<file path="config.mk">
export PLATFORM = sky130hd
export DESIGN_NAME = joystick_cmd_ctrl_flat
export DESIGN_NICKNAME = d
export VERILOG_FILES = /design/src/rtl/joystick_cmd_ctrl_if.sv /design/src/rtl/joystick_cmd_ctrl.sv /design/src/flat_wrapper.sv
export SDC_FILE = /design/constraint.sdc
export NUM_CORES = 1
export LEC_CHECK = 0
export CORE_MARGIN = 2
export CORE_UTILIZATION = 45
export CTS_CLUSTER_SIZE = 14
export DETAILED_ROUTE_END_ITERATION = 7
export PLACE_DENSITY_LB_ADDON = 0.15
export SLEW_MARGIN = 5
export SYNTH_ARGS = -nofsm -noshare
export SYNTH_HDL_FRONTEND = slang
export SYNTH_SLANG_ARGS = --single-unit
</file>
<file path="constraint.sdc">
create_clock -name clk -period 2.3 [get_ports clk]
set_input_delay 0.46 -clock clk [delete_from_list [all_inputs] [get_ports clk]]
set_output_delay 0.46 -clock clk [all_outputs]
set_load 0.03 [all_outputs]
</file>
<file path="src/rtl/joystick_cmd_ctrl_if.sv">
// Command handshake between joystick_cmd_ctrl (master) and the game-state FSM (slave).
// Latency: n/a (wires only).
// Backpressure: cmd_ready low holds cmd_valid and the payload stable.
// Signals: cmd_valid, cmd_move, cmd_dir[1:0], cmd_fire (master->slave), cmd_ready (slave->master).
interface joystick_cmd_ctrl_if;
   logic       cmd_valid;
   logic       cmd_ready;
   logic       cmd_move;
   logic [1:0] cmd_dir;
   logic       cmd_fire;

   modport master (
      output cmd_valid,
      output cmd_move,
      output cmd_dir,
      output cmd_fire,
      input  cmd_ready
   );

   modport slave (
      input  cmd_valid,
      input  cmd_move,
      input  cmd_dir,
      input  cmd_fire,
      output cmd_ready
   );
endinterface

</file>
<file path="src/rtl/joystick_cmd_ctrl.sv">
// Turns debounced joystick levels into move (with auto-repeat) and rate-limited fire commands.
// Latency: input sampled at edge k gives cmd_valid after edge k+1.
// Backpressure: while valid && !ready the payload holds; new events are dropped and counted.
// Ports: clk, rst_n (sync, active-low); i_up/i_down/i_left/i_right/i_fire levels;
//        cmd (master modport: valid/ready, move, dir, fire); o_drop_cnt saturating drop count.
module joystick_cmd_ctrl #(
   parameter int CNT_W         = 25,
   parameter int REPEAT_DELAY  = 25_000_000,
   parameter int REPEAT_RATE   = 5_000_000,
   parameter int FIRE_COOLDOWN = 10_000_000
) (
   input  logic                 clk,
   input  logic                 rst_n,
   input  logic                 i_up,
   input  logic                 i_down,
   input  logic                 i_left,
   input  logic                 i_right,
   input  logic                 i_fire,
   joystick_cmd_ctrl_if.master  cmd,
   output logic [7:0]           o_drop_cnt
);

   localparam logic [CNT_W-1:0] DELAY_LOAD = CNT_W'(REPEAT_DELAY - 1);
   localparam logic [CNT_W-1:0] RATE_LOAD  = CNT_W'(REPEAT_RATE - 1);
   localparam logic [CNT_W-1:0] COOL_LOAD  = CNT_W'(FIRE_COOLDOWN);

   typedef enum logic [1:0] {
      ST_IDLE   = 2'd0,
      ST_DELAY  = 2'd1,
      ST_REPEAT = 2'd2
   } state_t;

   // input sample registers
   logic [3:0]       s_dir_q, s_dir_d;     // {right, left, down, up}
   logic             s_fire_q, s_fire_d;
   logic             fire_prev_q, fire_prev_d;

   // direction FSM
   state_t           state_q, state_d;
   logic [CNT_W-1:0] rpt_cnt_q, rpt_cnt_d;
   logic [1:0]       dir_q, dir_d;

   // fire cooldown
   logic [CNT_W-1:0] cool_cnt_q, cool_cnt_d;

   // command register
   logic             cmd_vld_q, cmd_vld_d;
   logic             cmd_move_q, cmd_move_d;
   logic [1:0]       cmd_dir_q, cmd_dir_d;
   logic             cmd_fire_q, cmd_fire_d;
   logic [7:0]       drop_cnt_q, drop_cnt_d;

   logic             any_dir;
   logic [1:0]       sel_dir;
   logic             move_evt;
   logic             fire_evt;
   logic             can_load;

   always_comb begin
      s_dir_d     = {i_right, i_left, i_down, i_up};
      s_fire_d    = i_fire;
      fire_prev_d = s_fire_q;

      any_dir = |s_dir_q;
      if (s_dir_q[0])      sel_dir = 2'b00;
      else if (s_dir_q[1]) sel_dir = 2'b01;
      else if (s_dir_q[2]) sel_dir = 2'b10;
      else                 sel_dir = 2'b11;

      // direction FSM
      move_evt  = 1'b0;
      state_d   = state_q;
      rpt_cnt_d = rpt_cnt_q;
      dir_d     = dir_q;
      case (state_q)
         ST_DELAY, ST_REPEAT: begin
            if (!any_dir) begin
               state_d = ST_IDLE;
            end else if (sel_dir != dir_q) begin
               // a change of winning direction behaves like a fresh press
               move_evt  = 1'b1;
               dir_d     = sel_dir;
               rpt_cnt_d = DELAY_LOAD;
               state_d   = ST_DELAY;
            end else if (rpt_cnt_q == '0) begin
               move_evt  = 1'b1;
               rpt_cnt_d = RATE_LOAD;
               state_d   = ST_REPEAT;
            end else begin
               rpt_cnt_d = rpt_cnt_q - 1'b1;
            end
         end
         default: begin
            if (any_dir) begin
               move_evt  = 1'b1;
               dir_d     = sel_dir;
               rpt_cnt_d = DELAY_LOAD;
               state_d   = ST_DELAY;
            end else begin
               state_d = ST_IDLE;
            end
         end
      endcase

      // fire: rising edge only, gated by cooldown; cooldown arms even if the
      // resulting command is later dropped by backpressure
      fire_evt = s_fire_q && !fire_prev_q && (cool_cnt_q == '0);
      if (fire_evt)               cool_cnt_d = COOL_LOAD;
      else if (cool_cnt_q != '0)  cool_cnt_d = cool_cnt_q - 1'b1;
      else                        cool_cnt_d = cool_cnt_q;

      // command register: free when empty or being drained this cycle
      can_load   = !cmd_vld_q || cmd.cmd_ready;
      cmd_vld_d  = cmd_vld_q;
      cmd_move_d = cmd_move_q;
      cmd_dir_d  = cmd_dir_q;
      cmd_fire_d = cmd_fire_q;
      drop_cnt_d = drop_cnt_q;
      if (can_load) begin
         cmd_vld_d = move_evt || fire_evt;
         if (move_evt || fire_evt) begin
            cmd_move_d = move_evt;
            cmd_dir_d  = move_evt ? dir_d : 2'b00;
            cmd_fire_d = fire_evt;
         end
      end else if ((move_evt || fire_evt) && (drop_cnt_q != 8'hFF)) begin
         drop_cnt_d = drop_cnt_q + 8'd1;
      end
   end

   always_ff @(posedge clk) begin
      if (!rst_n) begin
         s_dir_q     <= '0;
         s_fire_q    <= 1'b0;
         fire_prev_q <= 1'b0;
         state_q     <= ST_IDLE;
         rpt_cnt_q   <= '0;
         dir_q       <= 2'b00;
         cool_cnt_q  <= '0;
         cmd_vld_q   <= 1'b0;
         cmd_move_q  <= 1'b0;
         cmd_dir_q   <= 2'b00;
         cmd_fire_q  <= 1'b0;
         drop_cnt_q  <= 8'd0;
      end else begin
         s_dir_q     <= s_dir_d;
         s_fire_q    <= s_fire_d;
         fire_prev_q <= fire_prev_d;
         state_q     <= state_d;
         rpt_cnt_q   <= rpt_cnt_d;
         dir_q       <= dir_d;
         cool_cnt_q  <= cool_cnt_d;
         cmd_vld_q   <= cmd_vld_d;
         cmd_move_q  <= cmd_move_d;
         cmd_dir_q   <= cmd_dir_d;
         cmd_fire_q  <= cmd_fire_d;
         drop_cnt_q  <= drop_cnt_d;
      end
   end

   assign cmd.cmd_valid = cmd_vld_q;
   assign cmd.cmd_move  = cmd_move_q;
   assign cmd.cmd_dir   = cmd_dir_q;
   assign cmd.cmd_fire  = cmd_fire_q;
   assign o_drop_cnt    = drop_cnt_q;

endmodule

</file>
<file path="src/flat_wrapper.sv">
// flat-port wrapper written by rule: the top's interface ports become plain ports
module joystick_cmd_ctrl_flat 
#(
   parameter int CNT_W         = 25,
   parameter int REPEAT_DELAY  = 25_000_000,
   parameter int REPEAT_RATE   = 5_000_000,
   parameter int FIRE_COOLDOWN = 10_000_000
)
  (clk, rst_n, i_up, i_down, i_left, i_right, i_fire, o_drop_cnt, cmd_cmd_valid, cmd_cmd_move, cmd_cmd_dir, cmd_cmd_fire, cmd_cmd_ready);
  joystick_cmd_ctrl_if cmd_i ();
  input  logic clk;
  input  logic rst_n;
  input  logic i_up;
  input  logic i_down;
  input  logic i_left;
  input  logic i_right;
  input  logic i_fire;
  output logic [7:0] o_drop_cnt;
  output wire logic [$bits(cmd_i.cmd_valid)-1:0] cmd_cmd_valid;
  output wire logic [$bits(cmd_i.cmd_move)-1:0] cmd_cmd_move;
  output wire logic [$bits(cmd_i.cmd_dir)-1:0] cmd_cmd_dir;
  output wire logic [$bits(cmd_i.cmd_fire)-1:0] cmd_cmd_fire;
  input wire logic [$bits(cmd_i.cmd_ready)-1:0] cmd_cmd_ready;
  assign cmd_cmd_valid = cmd_i.cmd_valid;
  assign cmd_cmd_move = cmd_i.cmd_move;
  assign cmd_cmd_dir = cmd_i.cmd_dir;
  assign cmd_cmd_fire = cmd_i.cmd_fire;
  assign cmd_i.cmd_ready = cmd_cmd_ready;
  joystick_cmd_ctrl #(.CNT_W(CNT_W), .REPEAT_DELAY(REPEAT_DELAY), .REPEAT_RATE(REPEAT_RATE), .FIRE_COOLDOWN(FIRE_COOLDOWN)) u_core (.clk(clk), .rst_n(rst_n), .i_up(i_up), .i_down(i_down), .i_left(i_left), .i_right(i_right), .i_fire(i_fire), .cmd(cmd_i), .o_drop_cnt(o_drop_cnt));
endmodule
</file>
==> results of run 1 <==
==> flip-flops by register name, summed over array words and instances (netlist names) <==
signal / flops
u_core.s_dir_q: 4
u_core.cmd.cmd_fire: 1
u_core.fire_prev_q: 1
u_core.fire_prev_d: 1
u_core.cmd.cmd_dir: 2
u_core.rpt_cnt_q: 25
u_core.state_q: 2
u_core.dir_q: 2
u_core.cool_cnt_q: 25
u_core.cmd.cmd_valid: 1
u_core.cmd.cmd_move: 1
u_core.o_drop_cnt: 8
==> final cells by class <==
class                           count  area (sq um)
Timing Repair Buffer               52           440
Multi-Input combinational cell    314          2090
Clock buffer                        9           124
Inverter                           13          48.8
Clock inverter                      7          71.3
Tap cell                          102           128
Fill cell                         736          3440
Sequential cell                    73          1460
==> layer usage <==
layer	global-route usage, %	part of all wire, %	vias to the layer above
met3	3.29	4.4	9
met2	33.5	46	77
li1	-	-	1682
met4	7.37	1.2	0
met1	27.9	48	1617
met5	0	0	-
==> worst max-delay path: cells and delay by family, from the launching register on <==
family / cells / cell delay (ps)
AOI/OAI and AO/OA: 2 / 460
and+or+nand+nor: 3 / 1250
DFF: 1 / 360
==> logic make-up (layout without fill, tap and decap cells) <==
logic type	count (synthesis)	count (layout)	share of synthesized area, %
compound gates	102	103	19.5
fa+ha+maj	4	4	1.37
mux	8	8	2.19
flops	73	73	40.1
buf+inv	34	81	3.70
xor+xnor	18	18	4.32
simple gates	181	181	28.8
==> power by group <==
group,switching [mW],leakage [nW],internal [mW]
Sequential,0.264,0.601,1.52
Clock,0.495,0.0912,0.498
Combinational,1.26,0.867,0.911
==> worst min path at each step <==
stage               depth (start not counted)                                  to  slack, ps
floorplan                                   1       u_core.fire_prev_q$_SDFF_PN0_        430
global placement                            2  u_core.cmd.cmd_dir[1]$_SDFFE_PN0P_        440
detailed placement                          2  u_core.cmd.cmd_dir[1]$_SDFFE_PN0P_        450
CTS                                         2  u_core.cmd.cmd_dir[1]$_SDFFE_PN0P_        470
global route                                2  u_core.cmd.cmd_dir[1]$_SDFFE_PN0P_        490
finish                                      2  u_core.cmd.cmd_dir[1]$_SDFFE_PN0P_        460
==> cell usage after synthesis (all sizes together) (5+ instances only) <==
cell	count	area (sq um)
a211oi	5	37.5
a21oi	24	120
a31oi	15	93.8
and2	9	56.3
buf	6	30.0
clkbuf	15	56.3
dfxtp	73	1460
inv	12	45.0
mux2i	8	80.1
nand2	35	131
nand2b	9	56.3
nand3	16	85.1
nand4	9	56.3
nor2	23	86.3
nor3	18	106
nor4	17	131
o211ai	6	45.0
o21ai	12	60.1
o31ai	6	45.0
or3	15	93.8
or4	11	90.1
xnor2	11	96.3
xor2	7	61.3
==> stage by stage <==
| stage | hold slack (ps) | power, mW |
|---|---|---|
| floorplan | 430 | 3.25 |
| global placement | 440 | 3.80 |
| detailed placement | 450 | 3.85 |
| CTS | 469 | 4.86 |
| global route | 491 | 5.31 |
| finish | 461 | 4.94 |
==> timing repair <==
action | 4_1_cts | 5_1_grt
endpoints found under the setup margin | 0 | 22
hold buffers | 0 | 0
endpoints found under the hold margin | 0 | 0
gates resized for setup | 0 | 4
==> metrics.md, run 1 <==
| Metric | Value |
|---|---|
| Run status | `finished clean` |
| Postcts setup bufs | `0` |
| Final period util | `roughly 95%` |
| Final HPWL DP | `6060 microns` |
| CP startpoint kind | `register` |
| Max Clk Rate | `460 MHz` |
| Num CTS Buffers | `9` |
| Die Ht | `94.0 microns` |
| Avg Cell Area, Syn | `roughly 8.7 sq um` |
| Synth Register Bits | `73` |
| R2R Setup Slk | `130 ps` |
| Leading cell types in the layout, fill and taps excluded | `dfxtp_1, nand2_1, buf_4` |
| Skew final | `between 10 and 15 ps` |
| Top_reg_cell synth | `dfxtp_1` |
| Layout Nets | `between 400 and 500` |
| Die Wd | `roughly 94 microns` |
| Final Non-Filler Cells | `570` |
| CP Data Arrival Time | `roughly 2400 ps` |
| Via density | `a little under 6` |
| Leakage | `about 1.6 nW` |
| Crit-path cells | `or4_4 > or4_4 > nor3_4 > o21ai_1 > a311o_1` |
| Post-synthesis net count | `between 400 and 500` |
| Worst r2r src | `u_core.rpt_cnt_q[18]$_SDFFE_PN0N_` |
| Total grt overflow | `0` |
| Clock Tree Buf Depth | `2` |
| Fraction of layout cells with a size suffix above 1 | `between 10 and 15%` |
| Worst path slowest cell | `or4_4` |
| First-pass GRT wire length | `14700 microns` |
| Seq/Total Area, Yosys | `between 40% and 50%` |
| Crit path to | `u_core.rpt_cnt_q[21]$_SDFFE_PN0N_` |
| CP most frequent cell | `or4_4` |
| TNS Setup | `0 ps` |
| Routed WL per cell | `approximately 15 microns` |
| DRT Wirelength | `approximately 8700 microns` |
| Die ar. | `8840 sq um` |
| Largest net degree at the start of global routing | `26` |
| Cell total after placement | `553` |
| HP Start | `u_core.cmd.cmd_dir[1]$_SDFFE_PN0P_` |
| RSZ-0062 raised after global routing | `false` |
| Netlist cell types | `63` |
| Max Slew Vio Count | `0` |
| Core ar. | `approximately 7800 sq um` |
| FF-to-FF path depth | `5` |
| Cell area after layout | `about 4400 sq um` |
| Max VDD drop | `647 uV` |
| Drc violations | `0` |
| Reg clk slew, reported paths | `80 ps` |
| Critical-path maximum fanout | `6` |
| Final worst setup slack | `roughly 130 ps` |
| Clk sink count | `73` |
| Initial antenna violation count | `0` |
| GR Util All Layers | `20.7%` |
| Mapped Area | `between 3000 and 4000 sq um` |
| R2R Path End | `u_core.rpt_cnt_q[21]$_SDFFE_PN0N_` |
| Max-slew headroom | `62.6%` |
| Final-report hold violation count | `0` |
| Asr flop ratio synth | `0%` |
| Root buf cell | `clkbuf_8` |
| Vias | `between 3000 and 4000` |
| Max_cap viols | `0` |
| Crit Path Class | `register to register` |
| Hold Crit Class | `register to register` |
| DRT antenna net count | `0` |
| Number of diodes | `0` |
| Worst slack at placement | `about 14 ps` |
| Initial core utilization | `between 40 and 50%` |
| Worst slew pin tran | `546 ps` |
| H-tree lvl count | `3` |
| Placer congestion estimate | `about 0.86` |
| IO Port Bufs | `20` |
| Critical Path Source | `u_core.rpt_cnt_q[18]$_SDFFE_PN0N_` |
| Synth Instances | `between 400 and 500` |
| Dpl cell area | `roughly 4100 sq um` |
| Initial DRT Pass Iterations | `5` |
| Clk Latency, worst-skew pair | `340 ps` |
| Critical Path RT | `about 2500 ps` |
| Vias in the first global route | `about 3100` |
| CTS tree | `done` |
| Pwr/cell area | `between 1000 and 1500 nW/um^2` |
| Num rows | `32` |
| Starting DRT DRC Count | `about 180` |
| Max incr delay on CP | `590 ps` |
| Finished Core Util | `a little under three fifths` |
| Count of final setup violators | `0` |
| EDFF count, synth | `0` |
| Min Tclk post-route | `between 2000 and 2500 ps` |
| P&R area growth vs syn | `19.6%` |
| Leading cell type in the layout, fill and taps excluded | `dfxtp_1` |
| IO Pins | `21` |
| Synth Warn # | `0` |
| Endpoint type of the worst setup path | `register` |
No activity file was read; power rests on OpenSTA's default activity.
==> run 2, diff against run 1 <==
--- a/config.mk
+++ b/config.mk
@@ -6,9 +6,10 @@
 export NUM_CORES = 1
 export LEC_CHECK = 0
 export CORE_MARGIN = 2
-export CORE_UTILIZATION = 45
+export CORE_UTILIZATION = 50
 export CTS_CLUSTER_SIZE = 14
 export DETAILED_ROUTE_END_ITERATION = 7
+export MAX_ROUTING_LAYER = met4
 export PLACE_DENSITY_LB_ADDON = 0.15
 export SLEW_MARGIN = 5
 export SYNTH_ARGS = -nofsm -noshare
==> constraint.sdc (replaced) <==
create_clock -name clk -period 2.13 [get_ports clk]
set_input_delay 0.426 -clock clk [delete_from_list [all_inputs] [get_ports clk]]
set_output_delay 0.426 -clock clk [all_outputs]
set_load 0.03 [all_outputs]
==> run 2 against run 1 <==
Net effect: clock power is 30% higher; sequential power is 8% higher; utilization is 9.4 points higher; global-route usage grew 4.1 points; combinational power grew 23%; critical path depth unchanged; wire length rose by 3.9%; maximum frequency rose by 6.9%; setup slack worse by 31 ps; sequential share of layout area down 2.3 points; final area rose by 7.4%; non-clock buffer count grew 26.
==> metrics.md, run 2 (same netlist as run 1, synthesis figures left out) <==
| Metric | Value |
|---|---|
| Run status | `finished clean` |
| Met2 WL | `4220 microns` |
| Endpoint type of the worst setup path | `register` |
| Initial core utilization | `50.8%` |
| HP Start | `u_core.cmd.cmd_dir[1]$_SDFFE_PN0P_` |
| Max Slew Vio Count | `0` |
| Dpl cell area | `about 4300 sq um` |
| Die Wd | `just under 90 microns` |
| P&R area growth vs syn | `28.4%` |
| Skew final | `11.2 ps` |
| R2R Setup Slk | `between 90 and 100 ps` |
| Fillers | `slightly below 600` |
| Pwr/cell area | `roughly 1300 nW/um^2` |
| Num rows | `31` |
| Starting DRT DRC Count | `211` |
| Critical Path RT | `2360 ps` |
| Count of final setup violators | `0` |
| DRT antenna net count | `0` |
| Max-slew headroom | `between 60% and 70%` |
| Vias in the first global route | `3284` |
| Drc violations | `0` |
| H-tree lvl count | `3` |
| Hold slack | `between 400 and 500 ps` |
| CP Data Arrival Time | `2260 ps` |
| Root buf cell | `clkbuf_8` |
| Initial DRT Pass Iterations | `4` |
| Final-report hold violation count | `0` |
| Initial antenna violation count | `0` |
| Core ar. | `approximately 7000 sq um` |
| IO Port Bufs | `20` |
| Num CTS Buffers | `9` |
| Max Clk Rate | `a little under 500 MHz` |
| Via density | `between 5 and 6` |
| Die Ht | `between 80 and 90 microns` |
| CP most frequent cell | `or4_4` |
| Worst slew pin tran | `roughly 480 ps` |
| Top layer reached by signal wires | `met4` |
| Max incr delay on CP | `570 ps` |
| Final period util | `95.5%` |
| CTS tree | `done` |
| Crit Path Class | `register to register` |
| Leading cell types in the layout, fill and taps excluded | `dfxtp_1, buf_4, nand2_1` |
| Clock Tree Buf Depth | `2` |
| Vias | `roughly 3500` |
| Fraction of layout cells with a size suffix above 1 | `around a fifth` |
| Min Tclk post-route | `2030 ps` |
| Leading cell type in the layout, fill and taps excluded | `dfxtp_1` |
| Met1 WL | `between 4000 and 5000 microns` |
| Placer congestion estimate | `about 0.95` |
| Routed WL per cell | `about 15 microns` |
| Max_cap viols | `0` |
| Reg clk slew, reported paths | `~70 ps` |
| Met3 WL | `~400 microns` |
| TNS Setup | `0 ps` |
| IO Pins | `21` |
| Max VDD drop | `approximately 1000 uV` |
| Worst path slowest cell | `or4_4` |
| Leakage | `around 1.7 nW` |
| CP startpoint kind | `register` |
| Postcts setup bufs | `0` |
| First-pass GRT wire length | `between 15000 and 20000 microns` |
| Overall power | `approximately 5.9 mW` |
| Critical Path Source | `u_core.rpt_cnt_q[18]$_SDFFE_PN0N_` |
| Layout Nets | `501` |
| Hold Crit Class | `register to register` |
| Clk sink count | `73` |
| Die ar. | `approximately 8000 sq um` |
| Clk Latency, worst-skew pair | `approximately 340 ps` |
| GR Util All Layers | `roughly 25%` |
| DRT Wirelength | `8990 microns` |
| Largest net degree at the start of global routing | `slightly below 50` |
| Final HPWL DP | `6320 microns` |
| Post-CTS Hold Fix Bufs | `0` |
| Total grt overflow | `0` |
| Cell area after layout | `roughly 4700 sq um` |
| Critical-path maximum fanout | `6` |
| Crit-path cells | `or4_4 > or4_4 > nor3_4 > o21ai_1 > a311o_1` |
| Worst r2r src | `u_core.rpt_cnt_q[18]$_SDFFE_PN0N_` |
| Number of diodes | `0` |
-- run 2: through the flow --
| stage | setup slack, ps | instances | util [%] |
|---|---|---|---|
| floorplan | 34.5 | 420 | - |
| global placement | 19.3 | 576 | 60.6 |
| detailed placement | -22.1 | 576 | 60.6 |
| CTS | 2.62 | 592 | 64.0 |
| global route | -1.10 | 593 | 65.3 |
| finish | 95.6 | 593 | 65.3 |
-- run 2: layout make-up --
cell class	count	area, sq um	area share, %
clock buffer	11	131	2.80
multi-input combinational	314	2170	46.2
clock inverter	5	104	2.22
timing repair buffer	78	648	13.8
tap	99	124	2.64
sequential	73	1460	31.2
inverter	13	48.8	1.04
-- run 2: what timing repair did --
| action | in CTS | in global routing |
|---|---|---|
| pin swaps | 1 | 2 |
| cloned | 0 | 1 |
| setup endpoints to repair | 7 | 32 |
| hold endpoints to repair | 0 | 0 |
| resized for setup | 2 | 16 |
-- run 2: critical path, delay by kind of cell (launching register included) --
kind / cells / cell delay, ps
and+or+nand+nor: 3 / 1180
DFF: 1 / 320
AOI/OAI and AO/OA: 2 / 430
-- run 2: metal layers --
layer / track usage, % / up-vias
met5: - / -
met4: 8.96 / 0
met3: 3.79 / 8
met2: 37.6 / 80
met1: 33.5 / 1643
li1: - / 1731
-- run 2: path summary, 6_finish.rpt --
| path | cells after the start | to |
|---|---|---|
| setup / recovery | 5 | u_core.rpt_cnt_q[21]$_SDFFE_PN0N_ |
| hold reg to reg | 2 | u_core.cmd.cmd_dir[1]$_SDFFE_PN0P_ |
| hold / removal | 2 | u_core.cmd.cmd_dir[1]$_SDFFE_PN0P_ |
| setup reg to reg | 5 | u_core.rpt_cnt_q[21]$_SDFFE_PN0N_ |
-- run 2: where the power goes --
part | switching [mW] | internal, mW | total, mW
sequential | 0.291 | 1.64 | 1.93
combinational | 1.45 | 1.21 | 2.66
clock | 0.507 | 0.780 | 1.29
total | 2.25 | 3.63 | 5.87
